==> src/rtl/img_pkg.sv <==
// Shared definitions for the camera frame sequencing path.
//   IMG_WIDTH / IMG_HEIGHT : default image size in pixels
//   IMG_IDX_W              : width of an x or y coordinate
//   FRAME_CNT_W            : width of the completed-frame counter
//   seqState_e             : frame sequencer state encoding
package img_pkg;
  localparam int IMG_WIDTH   = 768;
  localparam int IMG_HEIGHT  = 512;
  localparam int IMG_IDX_W   = 11;
  localparam int FRAME_CNT_W = 16;

  typedef enum logic [1:0] {
    IDLE    = 2'd0,
    CAPTURE = 2'd1,
    READOUT = 2'd2,
    DONE    = 2'd3
  } seqState_e;
endpackage

==> src/rtl/raster_counter.sv <==
// Raster-order x/y coordinate counter.
//   CAMERA_CLK   : clock, rising edge
//   clear        : synchronous return to (0,0), highest priority
//   en           : advance one pixel in raster order
//   load         : take (loadX,loadY) as the base coordinate this cycle;
//                  combined with en the counter lands on its successor
//   x, y         : current coordinate
//   last         : current coordinate is (WIDTH-1, HEIGHT-1)
module raster_counter
  import img_pkg::*;
#(
  parameter int WIDTH  = IMG_WIDTH,
  parameter int HEIGHT = IMG_HEIGHT,
  parameter int IDX_W  = IMG_IDX_W
) (
  input  logic             CAMERA_CLK,
  input  logic             clear,
  input  logic             en,
  input  logic             load,
  input  logic [IDX_W-1:0] loadX,
  input  logic [IDX_W-1:0] loadY,
  output logic [IDX_W-1:0] x,
  output logic [IDX_W-1:0] y,
  output logic             last
);
  localparam logic [IDX_W-1:0] X_MAX = IDX_W'(WIDTH - 1);
  localparam logic [IDX_W-1:0] Y_MAX = IDX_W'(HEIGHT - 1);

  logic [IDX_W-1:0] baseX, baseY, nextX, nextY;

  always_comb begin
    baseX = load ? loadX : x;
    baseY = load ? loadY : y;
    nextX = baseX;
    nextY = baseY;
    if (en) begin
      // >= rather than == so an out-of-range loaded coordinate still wraps
      if (baseX >= X_MAX) begin
        nextX = '0;
        nextY = (baseY >= Y_MAX) ? '0 : baseY + IDX_W'(1);
      end else begin
        nextX = baseX + IDX_W'(1);
      end
    end
  end

  always_ff @(posedge CAMERA_CLK) begin
    if (clear) begin
      x <= '0;
      y <= '0;
    end else begin
      x <= nextX;
      y <= nextY;
    end
  end

  assign last = (x == X_MAX) && (y == Y_MAX);
endmodule

==> src/rtl/frame_seq_ctrl.sv <==
// Frame sequencer: captures one camera frame into an external frame buffer,
// then reads it back in raster order to a processing stage.
//   CAMERA_CLK, rst        : clock / synchronous active-high reset
//   start, continuous      : begin a frame / auto-restart after readout
//   cam_valid, cam_x/y     : incoming camera pixel and its coordinate
//   fb_write_en            : 1 while the camera owns the frame buffer
//   fb_rd_en, fb_rd_x/y    : frame buffer read strobe and address
//   px_valid, px_x/y       : readout pixel tag, 1-cycle after fb_rd_en
//   px_ready               : processing stage accepts px_*
//   busy, frame_done       : not-idle flag / one-cycle end-of-frame pulse
//   seq_error              : sticky camera out-of-order flag
//   frame_count            : completed frames (wrapping)
//   dbgState               : current sequencer state
// Readout handshake: px_* is offered while px_valid=1 and transfers on a
// cycle with px_valid&px_ready; while px_valid=1 and px_ready=0 the tag
// holds stable and no new read is issued.
module frame_seq_ctrl
  import img_pkg::*;
#(
  parameter int WIDTH  = IMG_WIDTH,
  parameter int HEIGHT = IMG_HEIGHT,
  parameter int IDX_W  = IMG_IDX_W
) (
  input  logic                   CAMERA_CLK,
  input  logic                   rst,
  input  logic                   start,
  input  logic                   continuous,
  input  logic                   cam_valid,
  input  logic [IDX_W-1:0]       cam_x,
  input  logic [IDX_W-1:0]       cam_y,
  output logic                   fb_write_en,
  output logic                   fb_rd_en,
  output logic [IDX_W-1:0]       fb_rd_x,
  output logic [IDX_W-1:0]       fb_rd_y,
  output logic                   px_valid,
  output logic [IDX_W-1:0]       px_x,
  output logic [IDX_W-1:0]       px_y,
  input  logic                   px_ready,
  output logic                   busy,
  output logic                   frame_done,
  output logic                   seq_error,
  output logic [FRAME_CNT_W-1:0] frame_count,
  output seqState_e              dbgState
);
  localparam logic [IDX_W-1:0] X_MAX = IDX_W'(WIDTH - 1);
  localparam logic [IDX_W-1:0] Y_MAX = IDX_W'(HEIGHT - 1);

  seqState_e        state;
  logic [IDX_W-1:0] expX, expY;
  logic             expLast, rdLast, issuedAll;
  logic             capAccept, capMatch, camAtLast, capEnd, rdEnd;

  assign capAccept = (state == CAPTURE) && cam_valid;
  assign capMatch  = (cam_x == expX) && (cam_y == expY);
  assign camAtLast = (cam_x == X_MAX) && (cam_y == Y_MAX);
  // An in-order pixel is last exactly when the expected counter is; after a
  // skip the received coordinate itself decides.
  assign capEnd    = capAccept && (capMatch ? expLast : camAtLast);
  assign rdEnd     = px_valid && px_ready && (px_x == X_MAX) && (px_y == Y_MAX);

  // Read strobe must see this cycle's px_ready, so it is decoded rather than
  // registered; it only depends on registered state plus that input.
  assign fb_rd_en  = (state == READOUT) && !issuedAll && (!px_valid || px_ready);
  assign dbgState  = state;

  // Expected camera coordinate; on a mismatch it resynchronises to the
  // successor of the received coordinate.
  raster_counter #(.WIDTH(WIDTH), .HEIGHT(HEIGHT), .IDX_W(IDX_W)) u_capCnt (
    .CAMERA_CLK (CAMERA_CLK),
    .clear      (rst || (state != CAPTURE)),
    .en         (capAccept),
    .load       (capAccept && !capMatch),
    .loadX      (cam_x),
    .loadY      (cam_y),
    .x          (expX),
    .y          (expY),
    .last       (expLast)
  );

  // Readout address, advanced by each issued read.
  raster_counter #(.WIDTH(WIDTH), .HEIGHT(HEIGHT), .IDX_W(IDX_W)) u_rdCnt (
    .CAMERA_CLK (CAMERA_CLK),
    .clear      (rst || (state != READOUT)),
    .en         (fb_rd_en),
    .load       (1'b0),
    .loadX      ('0),
    .loadY      ('0),
    .x          (fb_rd_x),
    .y          (fb_rd_y),
    .last       (rdLast)
  );

  always_ff @(posedge CAMERA_CLK) begin
    if (rst) begin
      state       <= IDLE;
      fb_write_en <= 1'b0;
      busy        <= 1'b0;
      frame_done  <= 1'b0;
      seq_error   <= 1'b0;
      frame_count <= '0;
      px_valid    <= 1'b0;
      px_x        <= '0;
      px_y        <= '0;
      issuedAll   <= 1'b0;
    end else begin
      frame_done <= 1'b0;
      if (capAccept && !capMatch) seq_error <= 1'b1;

      // One-deep output register between the frame buffer and the stage.
      if (fb_rd_en) begin
        px_valid <= 1'b1;
        px_x     <= fb_rd_x;
        px_y     <= fb_rd_y;
      end else if (px_ready) begin
        px_valid <= 1'b0;
      end
      if (fb_rd_en && rdLast) issuedAll <= 1'b1;

      case (state)
        IDLE: begin
          if (start) begin
            state       <= CAPTURE;
            fb_write_en <= 1'b1;
            busy        <= 1'b1;
          end
        end
        CAPTURE: begin
          if (capEnd) begin
            state       <= READOUT;
            fb_write_en <= 1'b0;
          end
        end
        READOUT: begin
          if (rdEnd) begin
            state       <= DONE;
            frame_done  <= 1'b1;
            frame_count <= frame_count + 1'b1;
            issuedAll   <= 1'b0;
          end
        end
        DONE: begin
          if (continuous) begin
            state       <= CAPTURE;
            fb_write_en <= 1'b1;
          end else begin
            state <= IDLE;
            busy  <= 1'b0;
          end
        end
        default: state <= IDLE;
      endcase
    end
  end
endmodule
==> config.mk <==
export PLATFORM = sky130hd
export DESIGN_NAME = frame_seq_ctrl
export DESIGN_NICKNAME = d
export VERILOG_FILES = /design/src/rtl/img_pkg.sv /design/src/rtl/raster_counter.sv /design/src/rtl/frame_seq_ctrl.sv
export SDC_FILE = /design/constraint.sdc
export NUM_CORES = 1
export LEC_CHECK = 0
export ABC_AREA = 1
export CELL_PAD_IN_SITES_DETAIL_PLACEMENT = 0
export CELL_PAD_IN_SITES_GLOBAL_PLACEMENT = 2
export CORE_UTILIZATION = 24
export DETAILED_ROUTE_END_ITERATION = 6
export PLACE_DENSITY_LB_ADDON = 0.1
export SLEW_MARGIN = 10
export SYNTH_ARGS = -nofsm -noshare
export SYNTH_HDL_FRONTEND = slang
export SYNTH_SLANG_ARGS = --single-unit
==> constraint.sdc <==
create_clock -name CAMERA_CLK -period 2.8 [get_ports CAMERA_CLK]
set_input_delay 0.28 -clock CAMERA_CLK [delete_from_list [all_inputs] [get_ports CAMERA_CLK]]
set_output_delay 0.28 -clock CAMERA_CLK [all_outputs]
set_load 0.02 [all_outputs]
**Word level (Yosys, flattened, before mapping)**

Cells that the tools add are included.

- Output and inout port bits: 68
- Input port bits: 28
- Register bits after elaboration: 90

- $add $sub $neg: 5
- Order comparisons: 4
- Multiplexer cells: 27
- Bitwise logic cells: 1
- Equality and inequality tests: 20
- Reductions and logical operators: 29

Operators with widths:

| kind | count |
|---|---|
| 11-bit 2-to-1 mux | 9 |
| 11-bit by 1-bit adder with 11-bit output, second input constant | 4 |
| 11-bit by 10-bit == test with 1-bit output, second input constant | 4 |
| 11-bit by 9-bit == test with 1-bit output, second input constant | 4 |
| 11-bit == test | 2 |
| 11-bit by 10-bit greater-or-equal comparator with 1-bit output, second input constant | 2 |
| 11-bit by 9-bit greater-or-equal comparator with 1-bit output, second input constant | 2 |
| 16-bit by 1-bit adder with 16-bit output, second input constant | 1 |
| 1-bit logical AND | 13 |
| 1-bit 2-to-1 mux | 12 |
| 2-bit inequality test, second input constant | 6 |
| 2-bit case mux with 4 select lines | 1 |
| 2-bit 2-to-1 mux | 3 |
| 3-bit AND reduction | 2 |
| 2-bit == test, second input constant | 2 |
| 2-bit AND reduction | 2 |
| 4-bit AND reduction | 1 |
| 2-bit nonzero test | 2 |
| 1-bit logical NOT | 3 |
| 1-bit logical OR | 3 |
| 1-bit case mux with 3 select lines | 1 |
| 3-bit nonzero test | 1 |
| 2-bit by 1-bit == test with 1-bit output, second input constant | 1 |
| 2-bit logical NOT | 1 |
| other kinds (4) | 4 |

**Depth between registers and ports, before layout**

Gate-level depths: netlist (run 1).

- Word-level depth: 9
- Depth in mapped cells: 22
- Gate-level depth less buffers: 21

**Modules after synthesis**

From an unflattened synthesis (run 1), not the netlist that was laid out.

- Cell total of the unflattened synthesis: 940
- Area total of the unflattened synthesis: 5970.7 sq um

By module, submodules not included:

| module | seq. area each (sq um) | cells each | area an instance (sq um) | times used |
|---|---|---|---|---|
| raster_counter | 440.4 | 256 | 1624.1 | 2 |
| frame_seq_ctrl | 920.9 | 428 | 2722.6 | 1 |

**Least setup slack after synthesis (run 1)**

OpenSTA, ideal clock, no wires.

- Path kind: reg2reg
- Start point: reg state[1] (netlist: dbgState[1])
- End point: reg u_capCnt.y[7]
- Arrival: 2.553 ns
- Library setup time: 0.113 ns
- Path slack: 0.134 ns
- Cell stages (with the launch flop): 19
- Buffers on the path: 1
- Required time: 2.687 ns
- Cell sequence: dfxtp_1 > inv_1 > ha_1 > nand2_1 > inv_1 > nand2_4 > buf_4 > nand2_1 > o21ai_1 > ha_1 > nand3_1 > nor2_1 > nor2_1 > a21oi_4 > inv_2 > nand2_1 > inv_1 > nand2_1 > nand2_1

- Word-level cells in the longest chain between the ends: 8
- Elaborated cells between the ends (all ways): 13

Ends and longest elaborated chain:

| element | RTL line | text |
|---|---|---|
| start: declaration | frame_seq_ctrl.sv:48 | `seqState_e state;` |
| start signal: assignment | frame_seq_ctrl.sv:95 | `state <= IDLE;` |
| start signal: assignment | frame_seq_ctrl.sv:122 | `state <= CAPTURE;` |
| start signal: assignment | frame_seq_ctrl.sv:129 | `state <= READOUT;` |
| 2-bit by 1-bit == test with 1-bit output | frame_seq_ctrl.sv:53 | `assign capAccept = (state == CAPTURE) && cam_valid;` |
| 1-bit logical AND | frame_seq_ctrl.sv:53 |  |
| 1-bit logical AND | frame_seq_ctrl.sv:72 | `.load (capAccept && !capMatch),` |
| 11-bit 2-to-1 mux | raster_counter.sv:33 | `baseY = load ? loadY : y;` |
| 11-bit by 1-bit adder with 11-bit output or 11-bit by 9-bit greater-or-equal comparator with 1-bit output (tied branches) | raster_counter.sv:40 | `nextY = (baseY >= Y_MAX) ? '0 : baseY + IDX_W'(1);` |
| 11-bit 2-to-1 mux | raster_counter.sv:40 |  |
| 11-bit 2-to-1 mux | raster_counter.sv:38 | `if (baseX >= X_MAX) begin` |
| 11-bit 2-to-1 mux | raster_counter.sv:36 | `if (en) begin` |
| end signal: assignment | raster_counter.sv:53 | `y <= nextY;` |
| end: declaration | raster_counter.sv:23 | `output logic [IDX_W-1:0] y,` |

Several ways; a longest one is shown, not always the timed one.
A chain may end at the register's enable or synchronous reset.

**Final worst setup path (run 1)**

- Start point: in cam_y[4]
- End point: reg u_capCnt.y[0]

- Word-level cells in the longest chain between the ends: 9
- Elaborated cells between the ends (all ways): 12

Ends and longest elaborated chain:

| element | RTL line | text |
|---|---|---|
| start: declaration | frame_seq_ctrl.sv:30 | `input logic [IDX_W-1:0] cam_y,` |
| 11-bit == test | frame_seq_ctrl.sv:54 | `assign capMatch = (cam_x == expX) && (cam_y == expY);` |
| 1-bit logical AND | frame_seq_ctrl.sv:54 |  |
| 1-bit logical NOT | frame_seq_ctrl.sv:72 |  |
| 1-bit logical AND | frame_seq_ctrl.sv:72 |  |
| 11-bit 2-to-1 mux | raster_counter.sv:33 |  |
| 11-bit by 1-bit adder with 11-bit output or 11-bit by 9-bit greater-or-equal comparator with 1-bit output (tied branches) | raster_counter.sv:40 |  |
| 11-bit 2-to-1 mux | raster_counter.sv:40 |  |
| 11-bit 2-to-1 mux | raster_counter.sv:38 |  |
| 11-bit 2-to-1 mux * | raster_counter.sv:36 |  |

Mark *: on every way between the ends. The rest lies on a longest branch, timed or not.

==> results of run 1 <==
## stage by stage
step                setup WS, ns  utilization (%)  power (mW)  cell area, µm²
floorplan                  0.134                -        2.35            4930
global placement          -0.170             33.3        3.04            6720
detailed placement        -0.216             33.3        3.03            6720
CTS                        0.158             34.9        4.35            7030
global route             -0.0302             35.0        4.57            7050
finish                     0.266             35.0        4.29            7050
## registers in the layout, indices dropped and copies added, names as in the netlist
name,count
u_rdCnt.y,11
fb_write_en,1
px_valid,1
u_rdCnt.x,11
u_capCnt.y,11
px_y,11
frame_done,1
busy,1
issuedAll,1
frame_count,16
dbgState,2
seq_error,1
px_x,11
u_capCnt.x,11
## critical path, stage by stage
cell and delay [ns]:
clkdlybuf4s50_1 0.50, inv_1 0.06, nand2_1 0.05, nand2_1 0.05
nor2_1 0.17, nand2_1 0.07, nor2_1 0.11, nand3_2 0.13
nand2_4 0.13, buf_4 0.20, nand2_1 0.06, nand2_1 0.07
nand2_1 0.09, nor2_2 0.15, nand2_2 0.10, a21oi_4 0.25
inv_2 0.05, nand2_1 0.08, nand2_1 0.05, nand2_1 0.05
inv_1 0.04
## area by class of cell
cell class                 count  area (µm²)  share of cell area (%)
clock buffer                  10         239                    3.39
clock inverter                 6        72.6                    1.03
inverter                     121         454                    6.44
multi-input combinational    534        2590                    36.7
sequential                    90        1800                    25.6
tap                          270         338                    4.79
timing repair buffer         172        1560                    22.1
## power by group
part / switching [mW] / internal, mW
sequential: 0.128 / 1.43
clock: 0.563 / 0.729
combinational: 0.819 / 0.623
total: 1.51 / 2.78
## per-layer routing
layer	global-route usage [%]	up-vias
met2	25.2	72
met3	2.48	12
li1	-	2740
met5	0	-
met1	20.2	2265
met4	4.68	0
## final timing paths
check,cells past startpoint,end,slack [ns],from
setup / recovery,21,u_capCnt.y[0],0.27,cam_y[4]
hold / removal,2,seq_error,0.46,seq_error
setup reg to reg,17,u_capCnt.y[0],0.30,dbgState[1]
hold reg to reg,2,seq_error,0.46,seq_error
## cell usage in the layout (no fill, tap or decap), drive strengths merged, types with 4 or more instances in the layout
| cell | instances |
|---|---|
| nand2 | 202 |
| inv | 123 |
| nor2 | 115 |
| clkdlybuf4s50 | 95 |
| dfxtp | 90 |
| buf | 77 |
| o21ai | 46 |
| a21oi | 45 |
| nand3 | 41 |
| nor3 | 18 |
| nand4 | 15 |
| xor2 | 11 |
| nor4 | 10 |
| ha | 10 |
| clkbuf | 10 |
| nor3b | 4 |
| o21a | 4 |
## logic make-up (layout without fill, tap and decap cells)
group / Yosys count / count (layout)
AOI/OAI and AO/OA: 103 / 103
DFF: 90 / 90
xor gates and xnor gates: 14 / 14
and+or+nand+nor: 407 / 407
adders and majority gates: 10 / 10
buffers and inverters: 139 / 309
==> metrics.txt, run 1 <==
status=complete, no violations; post-route insts no fill=between 1000 and 1500; Syn Inst Count=about 760; clk buf depth=2; Iteration-0 DRC Markers=271; Synth area leader=dfxtp_1; num rows=52; TritonCTS clock tree=done; WP data required=3.04 ns; # placed instances=1187; Num CTS Buffers=9; Netlist Area Pre-Place=4930 µm²; period utilization=90.5%; GRT Total Usage=between 10% and 20%; vias in the first global route=a little over 5000; Final Max Tran Viols=0; Final Wtd Congestion=a little under 0.8; Synth Area in Adders=2.54%; setup TNS=0 ns; met1 WL=7820 µm; global-route wire length before repair=25900 µm; EDFF count, synth=0; Pleak=around 2.9 nW; VDD IR max=0.293 mV; pwr dens=608 nW/µm²; Detail Route Antenna Nets=0; DIE AREA=~21000 µm²; met2 routed WL=just over 7000 µm; Worst-Margin Slew=0.732 ns; grt ovf=0; Die Wd=145 µm; Vias/cell=around 4.2; cts hold-fix bufs=0; multiplexer share of the synthesized area=0%; most common cell in the netlist=nand2_1; Mean Syn Cell Area=6.46 µm²; #FFs+latches synth=90; Syn Nets=801; Max Cap Viol=0; postcts setup bufs=0; Synth cell types=37; DRT Pass-1 Iters=4; Post-Synth Simple-Gate Area=35.5%; largest family of logic cells by synthesized area=simple AND/OR/NAND/NOR gates; number of H-tree levels=3; boundary pin count=96; Area contributors post-synth=dfxtp_1, nand2_1, inv_1, nor2_1, a21oi_1; CP max FO=14; core footprint=20200 µm²; nets@finish=966; Initial Utilization=24.4%; Critical Path Sink Type=register; post-synth top area share=36.5%; # diodes=0; Fillers=roughly 2200; max_slew headroom=50.7%; clk_lat worst skew=0.35 ns; Layout area overhead=43.0%; post-synthesis compound-gate area fraction=11.5%; asr flop ratio synth=0%; DRT Wirelength=about 16000 µm; Final Hold Fails=0; vias=approximately 5100; post-cts gate resize count=0; Worst Hold Class=reg2reg; Top Layer Used=met4; post-route minimum period=roughly 2.5 ns; drc violations=0; Avg WL per Cell=13.0 µm; y dimension of the die=145 µm; detailed placer's ending HPWL=roughly 12000 µm; startpoint types=primary input; Post-Synth XOR/XNOR Area=2.49%; Max Fclk=395 MHz; WL met3=about 450 µm; initial antenna violation count=0; smallest hold slack=about 0.46 ns; largest net degree at the start of global routing=32; PortBufs=95; register area share after synthesis=between 30% and 40%; RSZ-0062 raised after global routing=yes; Clock transition at path regs=approximately 0.070 ns; synth cell count leaders=nand2_1, inv_1, nor2_1; Critical Path AT=2.77 ns; most frequently used flop master after synthesis=dfxtp_1; share of cells above drive strength 1=13.8%; critical path class=in2reg; synth warn=0; Max Clock Skew=0.0116 ns; root buffer selected by CTS=clkbuf_16; Clock Sinks=90; final setup fails=0
Power figures use the tool's default switching activity.
==> run 2: changes to the inputs <==
Settings changed: CTS_CLUSTER_DIAMETER set to 40.
==> results of run 2 <==
No change in the layout: final DEF, timing and power equal those of run 1.
==> run 3: changes to the inputs <==
Settings changed: RECOVER_POWER set to 50.
==> run 3 against run 2 <==
Effect of this change:
- via count barely moved
- die area did not move
- critical path depth did not move
- utilization did not move
- non-clock buffer count did not move
- combinational power barely moved
- worst hold slack got worse by 0.0036 ns
- register-to-register slack barely moved
- critical path type unchanged
- highest routed layer unchanged
==> metrics.txt, run 3 (same netlist as run 1, synthesis figures left out) <==
status=complete, no violations; final core occ=35.0% (unchanged); TritonCTS clock tree=done; largest net degree at the start of global routing=32 (unchanged); Vias/cell=4.23 (about the same); final setup fails=0 (unchanged); Hold EP=seq_error; DRT Pass-1 Iters=4 (unchanged); Sw Share=35.4% (+0.18 points); startpoint types=primary input; initial antenna violation count=0 (unchanged); most frequent cells in the layout=nand2_1, inv_1, nor2_1; Layout area overhead=43.0% (unchanged); Iteration-0 DRC Markers=269 (-0.74%); Fillers=2216 (unchanged); Final Max Tran Viols=0 (unchanged); Die Wd=145 µm (unchanged); R2R setup slack=0.30 ns (about the same); Max Fclk=395 MHz (about the same); pre-CTS setup slack=-0.216 ns (unchanged); clk buf depth=2 (unchanged); part of the power in combinational logic=33.3% (-0.3 points); number of flip-flops in the largest register=16 (unchanged); Critical Path AT=2.77 ns (about the same); VDD IR max=0.293 mV (about the same); pwr dens=605 nW/µm² (-0.63%); # diodes=0 (unchanged); share of cells above drive strength 1=13.8% (unchanged); PortBufs=95 (unchanged); Initial Utilization=24.4% (unchanged); root buffer selected by CTS=clkbuf_16; drc violations=0 (unchanged); y dimension of the die=145 µm (unchanged); DIE AREA=21100 µm² (unchanged); Worst-Margin Slew=0.733 ns (+0.000224 ns); Detail Route Antenna Nets=0 (unchanged); critical path class=in2reg; part of the power in registers=36.4% (about the same); Reg2Reg Depth=17 (unchanged); commonest non-fill, non-tap cell in the layout=nand2_1; Final Hold Fails=0 (unchanged); met2 routed WL=7180 µm (-0.28%); period utilization=90.4% (about the same); post-route minimum period=2.53 ns (-0.00209 ns); Num CTS Buffers=9 (unchanged); global-route wire length before repair=25900 µm (unchanged); WP data required=3.04 ns (about the same); vias in the first global route=5098 (unchanged); smallest hold slack=0.461 ns (-0.00355 ns); Reg with most FFs=frame_count; nets@finish=966 (unchanged); DRT Wirelength=15600 µm (-0.12%); number of H-tree levels=3 (unchanged); WHS Path Cells=2 (unchanged); boundary pin count=96 (unchanged); num rows=52 (unchanged); Pwr Total=4.26 mW (-0.63%); Sw Pwr=1.51 mW (-0.13%); vias=5090 (+0.020%); met1 WL=7820 µm (about the same); postcts setup bufs=0 (unchanged); Clock transition at path regs=0.07 ns (about the same); Final Wtd Congestion=0.780 (unchanged); CP max FO=14 (unchanged); grt ovf=0 (unchanged); Register Area=1800 µm² (unchanged); setup ws final=0.268 ns (+0.00209 ns); reg-to-reg endpoint=u_capCnt.y[0]; Max Cap Viol=0 (unchanged); core footprint=20200 µm² (unchanged); clk_lat worst skew=0.35 ns (about the same); setup TNS=0 ns (unchanged); RR Startpoint=dbgState[1]; Worst Hold Class=reg2reg; Avg WL per Cell=13.0 µm (-0.12%); P_int=2.76 mW (-0.90%); GRT Total Usage=15.2% (unchanged); clock group share of total power=30.3% (+0.2 points); WL met3=443 µm (-0.67%); Max Clock Skew=0.0119 ns (+0.000266 ns); Clock Sinks=90 (unchanged); max_slew headroom=50.7% (about the same); Top Layer Used=met4; Critical Path Sink Type=register; detailed placer's ending HPWL=12300 µm (unchanged); Pleak=2.95 nW (+2.6%); HP Start=seq_error; Multi-input gate area=2590 µm² (unchanged); RSZ-0062 raised after global routing=yes
==> run 3: changes by cell type in the layout (fill, tap and decap cells not counted), sizes merged <==
cell,change
clkdlybuf4s50,-24
dlygate4sd3,+24
==> run 3: critical path, cell delays in order <==
cell and delay [ns]:
clkdlybuf4s50_1 0.50, inv_1 0.06, nand2_1 0.05, nand2_1 0.05, nor2_1 0.17, nand2_1 0.07, nor2_1 0.11, nand3_2 0.13
nand2_4 0.13, buf_4 0.20, nand2_1 0.06, nand2_1 0.07, nand2_1 0.09, nor2_2 0.15, nand2_2 0.10, a21oi_4 0.25
inv_2 0.05, nand2_1 0.08, nand2_1 0.05, nand2_1 0.05, inv_1 0.04
==> run 3: power by group through the flow <==
stage          registers [mW]  clock network, mW  logic [mW]
4_1_cts                  1.56               1.33        1.46
3_3_place_gp             1.59                  0        1.45
2_1_floorplan            1.71                  0       0.638
5_1_grt                  1.58               1.40        1.57
6_report                 1.55               1.29        1.42
3_5_place_dp             1.58                  0        1.45
==> run 3: per-stage QoR <==
step           instance area, µm²  std cells
2_1_floorplan                4930        763
3_3_place_gp                 6720       1187
3_5_place_dp                 6720       1187
4_1_cts                      7030       1203
5_1_grt                      7050       1203
6_report                     7050       1203
==> run 3: layout make-up <==
type                       count  area share, %
inverter                     121           6.44
clock inverter                 6           1.03
tap                          270           4.79
sequential                    90           25.6
timing repair buffer         172           22.1
clock buffer                  10           3.39
multi-input combinational    534           36.7
==> run 3: worst max-delay path by stage <==
stage / from / to / cells past startpoint
after floorplan: dbgState[1] / u_capCnt.y[7] / 18
after global placement: cam_x[7] / u_capCnt.y[0] / 21
after detailed placement: cam_y[4] / u_capCnt.y[7] / 21
after CTS: cam_y[4] / u_capCnt.y[7] / 21
after global routing: cam_x[6] / u_capCnt.y[7] / 21
final: cam_y[4] / u_capCnt.y[0] / 21
==> run 3: per-layer routing <==
metal | up-vias | track usage [%]
met5 | - | 0
met4 | 0 | 4.68
met3 | 12 | 2.48
met2 | 70 | 25.2
met1 | 2266 | 20.2
li1 | 2742 | -
==> run 3: timing repair <==
item | CTS | global route
resized for setup | 0 | 7
hold buffers | 0 | 0
endpoints found under the setup margin | 0 | 20
